**src/rtl/cs_resolver_if.sv**
```systemverilog
// Handshake bundle for cs_resolver: carry-save pair in, resolved (WIDTH+1)-bit sum out.
// The slave modport is the resolver's view; master is the producer/consumer side.
interface cs_resolver_if #(
  parameter int WIDTH = 16
);
  logic             in_valid;
  logic             in_ready;
  logic [WIDTH-1:0] in_sum;
  logic [WIDTH-1:0] in_carry;
  logic             out_valid;
  logic             out_ready;
  logic [WIDTH:0]   out_result;

  modport master (
    output in_valid, in_sum, in_carry, out_ready,
    input  in_ready, out_valid, out_result
  );

  modport slave (
    input  in_valid, in_sum, in_carry, out_ready,
    output in_ready, out_valid, out_result
  );
endinterface

```
**src/rtl/cs_resolver.sv**
```systemverilog
// Carry-save to binary resolver, CHUNK bits per cycle; out_valid rises WIDTH/CHUNK cycles after accept.
// Holds the result under indefinite out_ready backpressure; CS_RESOLVER_PIPE_EN lets DONE accept the next pair.
module cs_resolver #(
  parameter int WIDTH = 16,
  parameter int CHUNK = 4
) (
  input logic        clk,
  input logic        rst_n,
  cs_resolver_if.slave bus
);
  localparam int N  = WIDTH / CHUNK;
  localparam int IW = (N > 1) ? $clog2(N) : 1;
  localparam logic [IW-1:0] LAST = IW'(N - 1);

  typedef enum logic [1:0] {
    IDLE = 2'd0,
    ADD  = 2'd1,
    DONE = 2'd2
  } state_t;

  state_t           state;
  logic [IW-1:0]    idx;
  logic             run_c;
  logic [WIDTH-1:0] sum_q;
  logic [WIDTH-1:0] carry_q;
  logic [WIDTH:0]   result_q;
  logic             valid_q;

  logic             in_ready_c;
  logic             accept;
  logic             retire;
  logic [CHUNK-1:0] sum_chunk;
  logic [CHUNK-1:0] carry_chunk;
  logic [CHUNK:0]   chunk_add;

  always_comb begin
    sum_chunk   = sum_q[idx*CHUNK +: CHUNK];
    carry_chunk = carry_q[idx*CHUNK +: CHUNK];
    chunk_add   = {1'b0, sum_chunk} + {1'b0, carry_chunk} + {{CHUNK{1'b0}}, run_c};
  end

`ifdef CS_RESOLVER_PIPE_EN
  // Retiring and accepting on the same edge removes the IDLE bubble.
  assign in_ready_c = (state == IDLE) || ((state == DONE) && bus.out_ready);
`else
  assign in_ready_c = (state == IDLE);
`endif

  assign accept         = bus.in_valid && in_ready_c;
  assign retire         = valid_q && bus.out_ready;
  assign bus.in_ready   = in_ready_c;
  assign bus.out_valid  = valid_q;
  assign bus.out_result = result_q;

  always_ff @(posedge clk or negedge rst_n) begin
    if (!rst_n) begin
      state    <= IDLE;
      idx      <= '0;
      run_c    <= 1'b0;
      sum_q    <= '0;
      carry_q  <= '0;
      result_q <= '0;
      valid_q  <= 1'b0;
    end else begin
      case (state)
        IDLE: begin
          if (accept) begin
            sum_q    <= bus.in_sum;
            carry_q  <= bus.in_carry;
            result_q <= '0;
            run_c    <= 1'b0;
            idx      <= '0;
            state    <= ADD;
          end
        end
        ADD: begin
          result_q[idx*CHUNK +: CHUNK] <= chunk_add[CHUNK-1:0];
          run_c <= chunk_add[CHUNK];
          if (idx == LAST) begin
            result_q[WIDTH] <= chunk_add[CHUNK];
            valid_q         <= 1'b1;
            state           <= DONE;
          end else begin
            idx <= idx + 1'b1;
          end
        end
        DONE: begin
          if (retire) begin
            valid_q <= 1'b0;
            if (accept) begin
              sum_q    <= bus.in_sum;
              carry_q  <= bus.in_carry;
              result_q <= '0;
              run_c    <= 1'b0;
              idx      <= '0;
              state    <= ADD;
            end else begin
              state <= IDLE;
            end
          end
        end
        default: state <= IDLE;
      endcase
    end
  end
endmodule

```
**src/flat_wrapper.sv**
```systemverilog
// flat-port wrapper written by rule: the top's interface ports become plain ports
module cs_resolver_flat 
#(
  parameter int WIDTH = 16,
  parameter int CHUNK = 4
)
  (clk, rst_n, bus_in_valid, bus_in_sum, bus_in_carry, bus_out_ready, bus_in_ready, bus_out_valid, bus_out_result);
  cs_resolver_if #(.WIDTH(WIDTH)) bus_i ();
  input logic clk;
  input logic rst_n;
  input wire logic [$bits(bus_i.in_valid)-1:0] bus_in_valid;
  input wire logic [$bits(bus_i.in_sum)-1:0] bus_in_sum;
  input wire logic [$bits(bus_i.in_carry)-1:0] bus_in_carry;
  input wire logic [$bits(bus_i.out_ready)-1:0] bus_out_ready;
  output wire logic [$bits(bus_i.in_ready)-1:0] bus_in_ready;
  output wire logic [$bits(bus_i.out_valid)-1:0] bus_out_valid;
  output wire logic [$bits(bus_i.out_result)-1:0] bus_out_result;
  assign bus_i.in_valid = bus_in_valid;
  assign bus_i.in_sum = bus_in_sum;
  assign bus_i.in_carry = bus_in_carry;
  assign bus_i.out_ready = bus_out_ready;
  assign bus_in_ready = bus_i.in_ready;
  assign bus_out_valid = bus_i.out_valid;
  assign bus_out_result = bus_i.out_result;
  cs_resolver #(.WIDTH(WIDTH), .CHUNK(CHUNK)) u_core (.clk(clk), .rst_n(rst_n), .bus(bus_i));
endmodule
```
**config.mk**
```make
export PLATFORM = sky130hd
export DESIGN_NAME = cs_resolver_flat
export DESIGN_NICKNAME = d
export VERILOG_FILES = /design/src/rtl/cs_resolver_if.sv /design/src/rtl/cs_resolver.sv /design/src/flat_wrapper.sv
export SDC_FILE = /design/constraint.sdc
export NUM_CORES = 1
export LEC_CHECK = 0
export ABC_CLOCK_PERIOD_IN_PS = 4050
export CAP_MARGIN = 20
export CORE_MARGIN = 10
export CORE_UTILIZATION = 53
export DETAILED_ROUTE_END_ITERATION = 16
export PLACE_DENSITY = 0.86
export SYNTH_ARGS = -nofsm -noshare
export SYNTH_HDL_FRONTEND = slang
export SYNTH_SLANG_ARGS = --single-unit
```
**constraint.sdc**
```tcl
create_clock -name clk -period 4.05 [get_ports clk]
set_input_delay 0.405 -clock clk [delete_from_list [all_inputs] [get_ports clk]]
set_output_delay 0.405 -clock clk [all_outputs]
set_load 0.02 [all_outputs]
```
==> impl_metrics.csv, run 1 <==
group,metric,value,unit
global_route,first_global_vias,1981,
clock_tree,clockRootBuffer,"clkbuf_8",
detailed_routing,first_iter_violations,84,
global_route,grt_max_degree,56,
synthesis,synth_top_family_by_area,"multiplexers",
sta,final_hold_viol_count,0,
placement,gp_congestion,0.8590,
pwr,seqPwrFrac,34.2,%
clock_tree,htreeDepth,2,
clock_tree,cts_resized,0,
floorplanning,io_pins,55,
pwr,p_per_area,784.4,mW/mm^2
sta,fin_crit,2795,ps
synthesis,yosys.area.top_type,"dfrtp_1",
synthesis,synth_seq_cells,55,
run_status,status,"finished, final reports clean",
layout,final_nets,310,
sta,worst_slack,1255,ps
layout,drive_gt1_share,24.81,%
detailed_routing,vias_per_cell,5.532,
detailed_routing,wl_met2,2.804,mm
pwr,clockPowerShare,11.2,%
floorplanning,initial_core_util,55.87,%
layout,num_antenna_cells,0,
pwr,p_leak,1.462,nW
synthesis,synth_area,0.002709,sq mm
synthesis,synth-adder-area-share,6.559,%
floorplanning,core,0.004848,sq mm
global_route,antenna_found_initial,0,
global_route,grt_overflow,0,
setup_path,startpoint_type,"register",
sta,setup_viol,0,
clock_tree,cts.sink_count,55,
detailed_routing,wl_met3,325,um
synthesis,synth_nets,251,
setup_path,critPathRequiredTime,4250,ps
setup_path,cp-end-kind,"register",
synthesis,synth_top_cell_area_share,50.81,%
detailed_routing,wl_per_cell,16.95,um
sta,setup_tns,0,ps
synthesis,synthArstFlopShare,100.0,%
clock_tree,cts_tree,"yes",
detailed_routing,drcViolationCount,0,
detailed_routing,routed.top_layer,"met4",
detailed_routing,wl,5.578,mm
layout,stdcell_count,329,
global_route,grt_first_pass_wirelength,9.591,mm
synthesis,synth-compound-area-share,10.21,%
global_route,grt_use_total,13.68,%
pwr,finalPower,2.671,mW
placement,dpl_worst_slack,1244,ps
clock_tree,numCtsBuffers,5,
pwr,p_comb_share,54.6,%
sta,rsz0062_at_grt,"false",
job,maxCapViolations,0,
floorplanning,row_count,25,
placement,hpwl,4.421,mm
clock_tree,clock_latency,310,ps
synthesis,synth_mux_area_share,21.62,%
sta,period_share,69.01,%
synthesis,yosysMostFrequentCell,"dfrtp_1",
synthesis,synth.avg_cell_area,13.41,sq um
detailed_routing,vias,1820,
synthesis,synth-xor-area-share,0.6467,%
sta,max_freq,357.8,MHz
layout,num-fill-cells,339,
sta,worst_pin_slew,653.7,ps
synthesis,synth_cell_types,42,
synthesis,yosysSeqAreaShare,50.81,%
synthesis,yosysWarningCount,0,
detailed_routing,met1_length,2.351,mm
placement,portBuffers,54,
floorplanning,fp.dieArea,0.008370,sq mm
sta,drv_slew,0,
clock_tree,postCtsHoldBufs,0,
synthesis,synth.area.top_cells,"dfrtp_1, mux2_2, mux4_2, ha_1, nand2_1",
pwr,swShare,39.92,%
sta,skew,7.725,ps
pwr,internal_power,1.605,mW
detailed_routing,ant_nets,0,
clock_tree,cts.clk_slew.worst_paths,100,ps
synthesis,synth_ff_type,"dfrtp_1",
setup_path,crit_type,"register to register",
clock_tree,clockBufferDepth,2,
sta,max_slew_margin,56.42,%
synthesis,synth_edf_count,0,
pwr,switching_power,1.066,mW
clock_tree,cts_setup_buffers,0,
setup_path,crit_arrival,3000,ps
placement,place_inst,321,
synthesis,synthCells,202,
synthesis,synthTopCellsByCount,"dfrtp_1, mux2_2, nand2_1",
floorplanning,fp.dieH,91.49,um
detailed_routing,drtPass1Iterations,4,
layout,area_growth,25.68,%
floorplanning,fp.dieW,91.49,um
synthesis,yosys.area_share.simple,7.667,%
setup_path,cp_max_fo,5,
hold_path,min_path_type,"input port to asynchronous set/reset pin",
pwr,peakVddDrop,0.0005295,V
power by group through the flow:
stage	clock [mW]	combinational [mW]	sequential, mW
finish	0.300	1.46	0.913
global route	0.334	1.62	0.941
CTS	0.310	1.47	0.916
detailed placement	0	1.46	0.929
global placement	0	1.41	0.922
floorplan	0	1.08	0.897
final cells by class:
cell class                 instances  area [sq um]  area share [%]
sequential                        55          1376           40.43
multi-input combinational        133          1265           37.16
timing repair buffer              57         558.0           16.39
tap                               67         83.83           2.462
clock buffer                       5         68.82           2.021
inverter                           9         33.78          0.9923
clock inverter                     3         18.77          0.5513
flip-flops by register name, indices dropped and copies added, names as in the netlist:
register / cells
u_core.bus.out_result: 17
u_core.carry_q: 16
u_core.sum_q: 16
u_core.idx: 2
u_core.state: 2
u_core.bus.out_valid: 1
u_core.run_c: 1
critical path, stage by stage (launching register included):
cell and delay (ps):
dfrtp_1 500, mux4_2 560, fa_1 450, fa_1 420, xnor2_1 240, inv_1 120
and2_1 150, mux2_4 260
final timing paths:
kind                                                        from                                     to  slack (ps)  depth (start not counted)
max                                    u_core.idx[0]$_DFFE_PN0P_   u_core.bus.out_result[6]$_DFFE_PN0P_        1250                          7
min                                                        rst_n          u_core.carry_q[5]$_DFFE_PN0P_         210                          2
max reg2reg                            u_core.idx[0]$_DFFE_PN0P_   u_core.bus.out_result[6]$_DFFE_PN0P_        1250                          7
min reg2reg                u_core.bus.out_result[13]$_DFFE_PN0P_  u_core.bus.out_result[13]$_DFFE_PN0P_         490                          2
max in group asynchronous                                  rst_n            u_core.sum_q[4]$_DFFE_PN0P_        3410                          2
min in group clk           u_core.bus.out_result[13]$_DFFE_PN0P_  u_core.bus.out_result[13]$_DFFE_PN0P_         490                          2
cells by family after synthesis:
family / Yosys count
AOI/OAI and AO/OA: 35
xor gates and xnor gates: 2
adders and majority gates: 13
buffers and inverters: 14
DFF: 55
muxes: 44
and+or+nand+nor: 39
cells in the final DEF (no fill, tap or decap), types with 2 or more instances in the layout:
cell type        count
inv_1                8
clkbuf_8             5
mux2_2              32
clkinv_2             2
nand3_1              2
a21oi_1              6
mux2i_1              3
a32o_1               5
nand2_1             19
fa_1                 2
o211ai_1             2
mux4_2               8
clkdlybuf4s50_1     53
a21o_1               2
a22o_1               6
nor2_1               6
ha_1                11
xnor2_1              2
buf_4                3
dfrtp_1             55
o21ai_0              5
metrics by stage:
stage	hold WS [ps]	area [sq um]	utilization, %
after CTS	223.1	3405	70.22
after floorplan	109.4	2709	-
after detailed placement	477.8	3317	68.41
after global placement	463.6	3317	68.41
final	206.7	3405	70.22
after global routing	259.4	3405	70.22
per-layer routing:
metal  global-route usage, %  up-vias
li1                        -      857
met2                   23.87       52
met1                   15.58      902
met4                   3.786        0
met3                   4.527        9
met5                       0        -
No activity file was read; power rests on OpenSTA's default activity.
==> run 2, diff against run 1 <==
- ABC_CLOCK_PERIOD_IN_PS: 4050 -> 2800
- CORE_UTILIZATION: 53 -> 51
- PLACE_DENSITY: 0.86 -> 0.83
- clock period: 4.05 -> 2.8 ns (I/O delays scaled with it)
==> impl_metrics.csv, run 2 (same netlist as run 1, synthesis figures left out) <==
group,metric,value,unit
run_status,status,"finished, final reports clean",
layout,final_cell_mix,"dfrtp_1, clkdlybuf4s50_1, mux2_2, nand2_1, ha_1",
detailed_routing,ant_nets,0,
floorplanning,fp.dieArea,0.008627,sq mm
detailed_routing,wl,5.724,mm
detailed_routing,drcViolationCount,0,
clock_tree,numCtsBuffers,5,
clock_tree,cts.clk_slew.worst_paths,100,ps
pwr,p_leak,1.499,nW
layout,largest_reg_flops,17,
layout,num_antenna_cells,0,
detailed_routing,vias,1828,
global_route,grt_use_total,13.87,%
layout,drive_gt1_share,26.32,%
detailed_routing,first_iter_violations,38,
floorplanning,core,0.005140,sq mm
clock_tree,cts_setup_buffers,0,
global_route,grt_first_pass_wirelength,9.756,mm
layout,area_growth,28.45,%
setup_path,startpoint_type,"register",
global_route,grt_max_degree,33,
global_route,grt_overflow,0,
sta,rsz0062_at_grt,"false",
layout,final_common_cell,"dfrtp_1",
hold_path,whs_path_depth,2,
global_route,antenna_found_initial,0,
hold_path,hold_start,"u_core.bus.out_result[10]$_DFFE_PN0P_",
clock_tree,clockRootBuffer,"clkbuf_8",
floorplanning,fp.dieW,92.88,um
sta,max_freq,385.1,MHz
detailed_routing,drtPass1Iterations,4,
sta,skew,10.40,ps
clock_tree,cts.sink_count,55,
setup_path,rr_startpoint,"u_core.idx[0]$_DFFE_PN0P_",
clock_tree,cts_tree,"yes",
floorplanning,initial_core_util,52.70,%
placement,portBuffers,54,
clock_tree,htreeDepth,2,
sta,period_share,92.73,%
clock_tree,clock_latency,310,ps
sta,fin_crit,2597,ps
sta,setup_viol,0,
setup_path,crit_type,"register to register",
sta,final_hold_viol_count,0,
pwr,peakVddDrop,0.0006584,V
setup_path,cp_max_fo,4,
setup_path,cp-end-kind,"register",
sta,drv_slew,0,
layout,final_nets,314,
global_route,first_global_vias,2077,
floorplanning,row_count,26,
sta,hold_slack,483.3,ps
floorplanning,fp.dieH,92.88,um
floorplanning,io_pins,55,
hold_path,min_path_type,"register to register",
setup_path,crit_path_start,"u_core.idx[0]$_DFFE_PN0P_",
setup_path,critPathRequiredTime,3000,ps
sta,setup_tns,0,ps
placement,hpwl,4.458,mm
job,maxCapViolations,0,
pwr,p_per_area,1182,mW/mm^2
detailed_routing,wl_per_cell,17.04,um
sta,max_slew_margin,57.04,%
setup_path,r2r_cells,7,
clock_tree,clockBufferDepth,2,
detailed_routing,vias_per_cell,5.440,
setup_path,crit_arrival,2790,ps
placement,gp_congestion,0.7670,
sta,worst_pin_slew,644.5,ps
[run 2: changes by cell type in the layout (fill, tap and decap cells not counted), sizes merged]
cell,delta
buf,+3
bufinv,+1
clkbuf,+1
clkinv,-1
dlygate4sd3,+1
inv,-1
[run 2: timing repair]
item	in CTS	in global routing
hold buffers	1	0
gates resized for setup	0	2
hold endpoints to repair	9	0
setup endpoints to repair	0	1
[run 2: final cells by class]
| cell class | count | area, sq um |
|---|---|---|
| multi-input cells | 133 | 1272 |
| clock inverters | 2 | 35.03 |
| well taps | 70 | 87.58 |
| inverters | 9 | 33.78 |
| flip-flops and latches | 55 | 1378 |
| repair buffers | 61 | 590.6 |
| fillers | 406 | 1660 |
| clock buffers | 6 | 82.58 |
[run 2: final timing paths]
| kind | to | slack, ps |
|---|---|---|
| max in group asynchronous | u_core.idx[0]$_DFFE_PN0P_ | 1470 |
| min reg2reg | u_core.bus.out_result[10]$_DFFE_PN0P_ | 480 |
| min in group asynchronous | u_core.bus.out_valid$_DFFE_PN0P_ | 520 |
| max reg2reg | u_core.bus.out_result[6]$_DFFE_PN0P_ | 200 |
| max | u_core.bus.out_result[6]$_DFFE_PN0P_ | 200 |
| min | u_core.bus.out_result[10]$_DFFE_PN0P_ | 480 |
[run 2: where the power goes]
part	total [mW]	switching [mW]	internal, mW
Combinational	2.28	1.14	1.14
Clock	0.538	0.248	0.290
Sequential	1.30	0.191	1.11
[run 2: per-layer routing]
layer | track usage, % | routed length [um] | up-vias
met2 | 24.65 | 2904 | 46
met3 | 4.278 | 307 | 11
met5 | 0 | 0 | -
met4 | 5.270 | 99 | 0
li1 | - | - | 864
met1 | 15.08 | 2411 | 907
[run 2: critical path: stages (launching register included)]
cell     delay [ps]
dfrtp_2         420
mux4_2          520
fa_1            440
fa_1            440
xnor2_2         160
inv_1           100
and2_1          140
mux2_4          260
[run 2: through the flow]
stage | power [mW] | instance area (sq um) | util [%] | cells | setup WS [ps]
after floorplan | 2.858 | 2709 | - | 202 | 68.54
after global placement | 3.466 | 3343 | 65.04 | 327 | 189.4
after detailed placement | 3.554 | 3343 | 65.04 | 327 | 127.5
after CTS | 4.104 | 3471 | 67.53 | 336 | 109.4
after global routing | 4.432 | 3480 | 67.70 | 336 | 69.17
final | 4.113 | 3480 | 67.70 | 336 | 203.5
==> run 3, diff against run 2 <==
- CORE_MARGIN: 10 -> default
==> impl_metrics.csv, run 3 (same netlist as run 1, synthesis figures left out) <==
group,metric,value,unit
run_status,status,"finished, final reports clean",
placement,dpl_worst_slack,116.1,ps
sta,max_freq,372.3,MHz
detailed_routing,first_iter_violations,69,
setup_path,cp_max_fo,4,
floorplanning,fp.dieW,74.88,um
pwr,peakVddDrop,0.0005680,V
placement,hpwl,3.990,mm
layout,stdcell_count,334,
floorplanning,fp.dieH,74.88,um
clock_tree,clock_latency,300,ps
placement,place_inst,326,
sta,skew,7.616,ps
sta,worst_pin_slew,560.6,ps
detailed_routing,vias,1795,
layout,final_cell_mix,"dfrtp_1, clkdlybuf4s50_1, mux2_2, nand2_1, ha_1",
global_route,grt_use_total,21.17,%
clock_tree,htreeDepth,2,
sta,setup_viol,0,
clock_tree,cts.clk_slew.worst_paths,90,ps
clock_tree,cts_tree,"yes",
hold_path,min_path_type,"register to register",
sta,period_share,95.93,%
floorplanning,row_count,26,
floorplanning,initial_core_util,53.04,%
sta,drv_slew,0,
detailed_routing,drcViolationCount,0,
clock_tree,clockBufferDepth,2,
floorplanning,io_pins,55,
pwr,p_per_area,1123,mW/mm^2
layout,num_antenna_cells,0,
pwr,finalPower,3.854,mW
clock_tree,cts.sink_count,55,
clock_tree,cts_resized,0,
global_route,grt_first_pass_wirelength,8.749,mm
setup_path,critPathRequiredTime,2990,ps
detailed_routing,drtPass1Iterations,4,
layout,area_growth,26.74,%
clock_tree,postCtsHoldBufs,1,
floorplanning,fp.dieArea,0.005607,sq mm
layout,num-fill-cells,404,
layout,final_nets,313,
setup_path,startpoint_type,"register",
sta,max_slew_margin,62.63,%
sta,rsz0062_at_grt,"false",
sta,final_hold_viol_count,0,
sta,fin_crit,2686,ps
clock_tree,clockRootBuffer,"clkbuf_8",
detailed_routing,ant_nets,0,
detailed_routing,wl,5.103,mm
layout,drive_gt1_share,25.00,%
global_route,grt_max_degree,33,
clock_tree,cts_setup_buffers,0,
setup_path,crit_arrival,2880,ps
pwr,p_leak,1.475,nW
clock_tree,numCtsBuffers,5,
placement,portBuffers,54,
layout,final_common_cell,"dfrtp_1",
sta,setup_tns,0,ps
detailed_routing,vias_per_cell,5.374,
sta,hold_slack,494.6,ps
job,maxCapViolations,0,
floorplanning,core,0.005107,sq mm
layout,largest_reg_flops,17,
setup_path,cp-end-kind,"register",
placement,gp_congestion,0.7952,
setup_path,crit_type,"register to register",
global_route,first_global_vias,1893,
global_route,antenna_found_initial,0,
detailed_routing,wl_per_cell,15.28,um
global_route,grt_overflow,0,
sta,worst_slack,113.8,ps
## run 3: path summary, 6_finish.rpt
kind / slack [ps] / cells after the start / startpoint / endpoint
worst max-delay path: 110 / 7 / u_core.idx[0]$_DFFE_PN0P_ / u_core.bus.out_result[6]$_DFFE_PN0P_
worst min-delay path: 490 / 2 / u_core.bus.out_result[13]$_DFFE_PN0P_ / u_core.bus.out_result[13]$_DFFE_PN0P_
worst max register to register: 110 / 7 / u_core.idx[0]$_DFFE_PN0P_ / u_core.bus.out_result[6]$_DFFE_PN0P_
worst min register to register: 490 / 2 / u_core.bus.out_result[13]$_DFFE_PN0P_ / u_core.bus.out_result[13]$_DFFE_PN0P_
max in group asynchronous: 1520 / 3 / rst_n / u_core.sum_q[6]$_DFFE_PN0P_
min in group asynchronous: 500 / 2 / rst_n / u_core.run_c$_DFFE_PN0P_
## run 3: stage by stage
stage / utilization (%) / cell area, sq um
final: 67.22 / 3433
after global routing: 67.22 / 3433
after CTS: 67.22 / 3433
after detailed placement: 65.31 / 3336
after global placement: 65.31 / 3336
after floorplan: - / 2709
## run 3: layer usage
| layer | part of all wire [%] | up-vias | track usage (%) |
|---|---|---|---|
| li1 | - | 861 | - |
| met5 | 0 | - | 0 |
| met3 | 4.1 | 2 | 5.756 |
| met1 | 42 | 887 | 25.63 |
| met2 | 54 | 45 | 37.84 |
| met4 | 0.45 | 0 | 4.822 |
## run 3: power by group
group          switching [mW]  internal [mW]  leakage, nW
Combinational            1.09           1.05        0.743
Sequential              0.180           1.11        0.686
Clock                   0.233          0.195       0.0470
Total                    1.50           2.35         1.48
## run 3: cell type report
class	count	area, sq um	area share [%]
multi-input cells	133	1265	36.84
inverters	9	33.78	0.9840
repair buffers	60	583.1	16.98
flip-flops and latches	55	1376	40.09
clock inverters	1	5.005	0.1458
clock buffers	6	82.58	2.405
well taps	70	87.58	2.551
## run 3: critical path, cell delays in order, from the launching register on
cell and delay [ps]:
dfrtp_1 440, mux4_2 540, fa_1 450, fa_1 420, xnor2_1 220, inv_1 100
and2_1 150, mux2_4 260
